$ cat config.mk
export PLATFORM = sky130hd
export DESIGN_NAME = delay_countdown_timer
export DESIGN_NICKNAME = d
export VERILOG_FILES = /design/src/rtl/delay_countdown_timer.sv
export SDC_FILE = /design/constraint.sdc
export NUM_CORES = 1
export LEC_CHECK = 0
export ABC_AREA = 1
export CAP_MARGIN = 10
export CORE_MARGIN = 2
export CORE_UTILIZATION = 35
export DETAILED_ROUTE_END_ITERATION = 8
export PLACE_DENSITY = 0.61
export SLEW_MARGIN = 0
export SYNTH_ARGS = -nofsm -noshare
export SYNTH_HDL_FRONTEND = slang
export SYNTH_SLANG_ARGS = --single-unit
$ cat constraint.sdc
create_clock -name clk -period 4.4 [get_ports clk]
set_input_delay 0.88 -clock clk [delete_from_list [all_inputs] [get_ports clk]]
set_output_delay 0.88 -clock clk [all_outputs]
set_load 0.03 [all_outputs]
$ cat src/rtl/delay_countdown_timer.sv
// ---------------------------------------------------------------------------
// delay_countdown_timer
//
// Purpose:
//   Sits after the serial 1101 pattern detector. When the detector pulses
//   start_shifting, the next DELAY_WIDTH bits of the shared data_in stream
//   are captured MSB first as a delay value D. The block then counts
//   (D+1)*TICKS_PER_UNIT clock cycles and raises done. done stays high until
//   the host acknowledges it, and then the block is ready for the next
//   detected pattern.
//
// Parameters:
//   DELAY_WIDTH    - number of serial delay bits captured (minimum 2)
//   TICKS_PER_UNIT - clock cycles per delay unit, 1 .. 2^16-1
//
// Ports:
//   clk            in   rising-edge clock
//   reset          in   asynchronous reset, active low (0 = in reset)
//   start_shifting in   one-cycle pulse from the pattern detector
//   data_in        in   serial bit stream shared with the pattern detector
//   ack            in   host acknowledge of done
//   shifting       out  high while the delay bits are being captured
//   counting       out  high while the countdown runs
//   done           out  high from the end of the countdown until ack
//   remaining      out  delay units left; valid while counting
// ---------------------------------------------------------------------------
module delay_countdown_timer #(
    parameter int DELAY_WIDTH    = 4,
    parameter int TICKS_PER_UNIT = 1000
) (
    input  logic                   clk,
    input  logic                   reset,
    input  logic                   start_shifting,
    input  logic                   data_in,
    input  logic                   ack,
    output logic                   shifting,
    output logic                   counting,
    output logic                   done,
    output logic [DELAY_WIDTH-1:0] remaining
);

    // A single-unit timer still needs a 1-bit tick counter that never
    // moves off zero, so both counter widths are clamped to at least 1.
    localparam int TICK_W = (TICKS_PER_UNIT > 1) ? $clog2(TICKS_PER_UNIT) : 1;
    localparam int BIT_W  = (DELAY_WIDTH > 1) ? $clog2(DELAY_WIDTH) : 1;

    localparam logic [TICK_W-1:0] TICK_LAST = TICK_W'(TICKS_PER_UNIT - 1);
    localparam logic [BIT_W-1:0]  BIT_LAST  = BIT_W'(DELAY_WIDTH - 1);

    localparam logic [1:0] ST_IDLE  = 2'd0;
    localparam logic [1:0] ST_SHIFT = 2'd1;
    localparam logic [1:0] ST_COUNT = 2'd2;
    localparam logic [1:0] ST_DONE  = 2'd3;

    logic [1:0]             state;
    logic [DELAY_WIDTH-2:0] shreg;
    logic [BIT_W-1:0]       bit_cnt;
    logic [TICK_W-1:0]      tick_cnt;
    logic [DELAY_WIDTH-1:0] rem_q;
    logic [DELAY_WIDTH-1:0] captured;

    // The shift register only keeps the bits gathered so far; the final bit
    // arrives on the same edge that loads the countdown, so the full delay
    // value is formed here by appending the live serial input.
    assign captured = {shreg, data_in};

    // Control FSM together with the capture and countdown counters. IDLE
    // clears all working state so a fresh capture never sees leftovers from
    // an earlier run. In COUNT, the tick counter runs 0..TICKS_PER_UNIT-1
    // once per delay unit; the unit that ends with remaining already at zero
    // is the last, which yields exactly (D+1) units of counting.
    always_ff @(posedge clk or negedge reset) begin
        if (!reset) begin
            state    <= ST_IDLE;
            shreg    <= '0;
            bit_cnt  <= '0;
            tick_cnt <= '0;
            rem_q    <= '0;
        end else begin
            case (state)
                ST_IDLE: begin
                    shreg    <= '0;
                    bit_cnt  <= '0;
                    tick_cnt <= '0;
                    rem_q    <= '0;
                    if (start_shifting) begin
                        state <= ST_SHIFT;
                    end
                end

                ST_SHIFT: begin
                    shreg <= captured[DELAY_WIDTH-2:0];
                    if (bit_cnt == BIT_LAST) begin
                        state    <= ST_COUNT;
                        rem_q    <= captured;
                        tick_cnt <= '0;
                        bit_cnt  <= '0;
                    end else begin
                        bit_cnt <= bit_cnt + BIT_W'(1);
                    end
                end

                ST_COUNT: begin
                    if (tick_cnt == TICK_LAST) begin
                        tick_cnt <= '0;
                        if (rem_q == '0) begin
                            state <= ST_DONE;
                        end else begin
                            rem_q <= rem_q - DELAY_WIDTH'(1);
                        end
                    end else begin
                        tick_cnt <= tick_cnt + TICK_W'(1);
                    end
                end

                ST_DONE: begin
                    if (ack) begin
                        state <= ST_IDLE;
                        rem_q <= '0;
                    end
                end

                default: begin
                    state <= ST_IDLE;
                end
            endcase
        end
    end

    // Outputs are decoded from registered state only, so no input reaches
    // an output without passing through a flop.
    assign shifting  = (state == ST_SHIFT);
    assign counting  = (state == ST_COUNT);
    assign done      = (state == ST_DONE);
    assign remaining = rem_q;

endmodule
==> impl_summary.md <==
Setup path
In this design, the stage delay of the slowest critical-path cell is 760 ps. The critical path contains buffers and inverters numbering 2 combined. The startpoint class of the critical path is a flip-flop. The critical path data arrival time is 2010 ps. The number of cells traversed by the worst register-to-register path is 8. The slowest stage of the critical path belongs to the cell sky130_fd_sc_hd__clkdlybuf4s50_1. The critical path is of the flip-flop to primary output type.

The worst path required time is 3520 ps. The worst setup path is captured at a primary output. Grouping stages by cell kind, the critical path spends the most delay in buffers and inverters.

The destination of the worst register-to-register timing path is tick_cnt[9]$_DFFE_PN0P_. The reg-to-reg setup timing slack is 2420 ps. The source of the worst register-to-register timing path is state[1]$_DFFE_PN0P_. Traced cell by cell, the critical path runs through inv_1 > ha_1 > clkdlybuf4s50_1.

The biggest fanout along the worst timing path is 10.

GRT
The pin count of the biggest net entering global routing is 22. The initial antenna violation count is 0. The busiest metal layer after global routing is met2. The total overflow left after global routing is 0. The first global-routing pass estimated 4567 microns of wire. Global routing used 3.993% of the available met3 tracks. In the global route stage, met1 resource usage came out at 17.05%. The via count of the first global-routing pass is 1027.

For this run, global-route usage on met2 was measured as 23.84%. In the global route stage, overall resource usage came out at 14.30%.

Worst hold path
The min-delay analysis places its worst path in the category flip-flop to flip-flop. The end point of the most critical hold path is shreg[2]$_DFFE_PN0P_. The worst hold path startpoint is shreg[2]$_DFFE_PN0P_. The worst hold path passes through 2 cells.

Cells and area
The repair_antennas step left the layout with diodes totalling 0. The post-layout instance count excluding filler cells is 228. The synthesis-to-finish area growth is 14.11%. The post-route netlist has 6.111% of its cells at a drive strength greater than 1.

The number of nets in the layout is 195.

STA
The minimum hold slack is 475.0 ps. The final hold violation count came to 0. The final period utilization is 65.72%. The worst path in the final design needs a cycle of 2891 ps, including I/O delays and setup. Setup repair after global routing left no endpoint under its margin. The worst path meets setup with 1509 ps of slack. Setup violations remaining at the end of the flow were counted as 0. The worst slew margin relative to its limit is 35.48%. Static timing analysis puts the maximum clock frequency at 345.8 MHz. The sum of negative setup slack is 0 ps. The setup skew after layout is 3.440 ps. The max-slew violation count is 0. At the pin with the least slew margin, the transition time is 964.8 ps.

Run
The total of max-cap violations is 0.

Yosys
The count of cell types in the netlist is 26. The post-synthesis async set-or-reset flop share is 100.0%. Summing the sequential cell areas from Yosys gives 40.58% of the chip area.

The library cell with the largest summed area after synthesis is sky130_fd_sc_hd__dfrtp_1. In the post-synthesis netlist, the biggest area contributors are sky130_fd_sc_hd__dfrtp_1 (41%), sky130_fd_sc_hd__nand2_1 (14%), sky130_fd_sc_hd__ha_1 (8.7%). The flip-flop and latch count after synthesis is 21.

The number of nets handed over by synthesis was 182. The yosys synthesis warning count is 0. The number of enable flip-flop cells after synthesis is 0.

The average cell area after synthesis is 7.708 sq um. The instance count of the mapped netlist is 168. The share of Yosys cell area claimed by the top area cell type is 40.58%. The area of the mapped netlist is 1295 sq um. Among all flip-flop cells after synthesis, the most frequent one is sky130_fd_sc_hd__dfrtp_1.

Placement
The count of placed standard cells including taps is 224. The post-placement setup slack is 1783 ps. At the end of routability-driven placement, the weighted congestion stood at 0.7491. The number of input and output port buffers inserted is 11. The estimated wirelength of the detail-placed design is 1945 microns.

Detailed routing
After detailed routing, the average wire length per cell comes to 11.31 microns. The average via count per standard cell is 4.671. The total via count after detailed routing is 1065.

The first detailed-routing pass took 4 iterations. The remaining number of nets flagged by the antenna check after routing is 0. The initial detailed-routing violation count is 50. After detailed routing, the total wire length is 2579 microns. The number of DRC violations after detailed routing is 0.

Clock network
The source-to-sink clock delay at the later pin of the worst-skew pair is 260 ps. TritonCTS built the clock tree. Counting the buffers created by CTS gives 3. The depth of the CTS H-tree is 1. For this design, the sink count on the clock tree is 21.

The CTS root buffer is sky130_fd_sc_hd__clkbuf_8. The number of buffers added for setup after CTS is 0. In this run the deepest clock path goes through 2 buffers. The post-cts resize count is 0.

The clock slew seen by the registers of the worst setup and hold paths is 80 ps. The number of buffers added to fix hold violations after cts is 0.

Pwr
The power density over cell area is 240.2 nW/um^2. Summed over all cells, the static leakage comes to 0.7781 nW. The power consumption is 0.3549 mW. The maximum vdd ir drop is 180.9 uV.

Die
The die area is 4202 sq um. Once the floorplan was initialized, standard cells occupied 35.91% of the core. The initialized floorplan defines 22 standard-cell rows. The die is 64.83 microns wide. The floorplan step defined a core boundary enclosing 3606 sq um.

The number of primary I/O pins is 12. In this run the vertical extent of the chip is 64.83 microns.

Status
The flow ran to the end, and the final reports show no timing, DRC or antenna violations.
[cell families after synthesis]
kind of cell	Yosys count	share of synthesized area, %
AND/OR/NAND/NOR	92	31.11
buffers and inverters	25	8.889
flip-flops	21	40.58
AO/OA/AOI/OAI	20	9.953
adder cells (fa/ha/maj)	9	8.696
multiplexers	1	0.7730
[flip-flops by register name (all words and copies together), names as in the netlist]
name,cells
state,2
bit_cnt,2
shreg,3
tick_cnt,10
remaining,4
[how the worst max path moves through the flow]
stage	start	to	cells past startpoint
final	state[0]$_DFFE_PN0P_	counting	3
after floorplan	state[0]$_DFFE_PN0P_	counting	2
after global routing	state[0]$_DFFE_PN0P_	counting	3
after global placement	state[0]$_DFFE_PN0P_	counting	3
after detailed placement	state[0]$_DFFE_PN0P_	counting	3
after CTS	state[0]$_DFFE_PN0P_	counting	3
[worst reg2reg max path, stage by stage, from the launching register on]
cell	delay, ps
sky130_fd_sc_hd__dfrtp_1	410
sky130_fd_sc_hd__inv_1	80
sky130_fd_sc_hd__ha_1	320
sky130_fd_sc_hd__a21oi_2	510
sky130_fd_sc_hd__nand2_1	160
sky130_fd_sc_hd__nor2_1	200
sky130_fd_sc_hd__nand3_1	90
sky130_fd_sc_hd__nand2_1	70
sky130_fd_sc_hd__nor2_1	40
[per-layer routing]
layer,share of wire [%],wire length (microns),vias to the layer above
li1,-,-,561
met3,4.5,117,5
met1,47,1204,481
met4,1.7,44,0
met2,47,1212,18
met5,0,0,-
[per-stage QoR]
stage,area [sq um],util (%)
after floorplan,1295,-
after global placement,1433,39.73
after detailed placement,1433,39.73
after CTS,1478,40.98
after global routing,1478,40.98
final,1478,40.98
[power breakdown]
part / switching [mW] / total (mW) / internal [mW]
registers: 0.00265 / 0.199 / 0.196
clock network: 0.0656 / 0.130 / 0.0646
logic: 0.0151 / 0.0260 / 0.0108
[cell type report]
type / instances / area [sq um]
tap: 48 / 60.06
timing repair buffer: 11 / 110.1
clock buffer: 4 / 45.04
multi-input combinational: 122 / 654.4
fill: 392 / 2128
sequential: 21 / 525.5
inverter: 22 / 82.58
[synthesized netlist by cell type (2+ instances only)]
cell type and number:
sky130_fd_sc_hd__nand2_1 47, sky130_fd_sc_hd__ha_1 9, sky130_fd_sc_hd__nand4_1 2, sky130_fd_sc_hd__nand3_1 15
sky130_fd_sc_hd__nor3_1 5, sky130_fd_sc_hd__nor2_1 18, sky130_fd_sc_hd__a21oi_1 6, sky130_fd_sc_hd__o21ai_0 6
sky130_fd_sc_hd__nand2_4 3, sky130_fd_sc_hd__dfrtp_1 21, sky130_fd_sc_hd__inv_1 21
[cells in the final DEF, fill, tap and decap left out, drive strengths merged]
cell           synthesis  layout
nand2                 51      51
inv                   22      22
dfrtp                 21      21
nor2                  19      19
nand3                 15      15
clkdlybuf4s50          0      11
ha                     9       9
a21oi                  8       8
o21ai                  7       7
nor3                   5       5
clkbuf                 1       4
nand4                  2       2
o21bai                 1       1
mux2i                  1       1
o211ai                 1       1
a22o                   1       1
o21a                   1       1
a21o                   1       1
(Power assumes the default switching activity.)
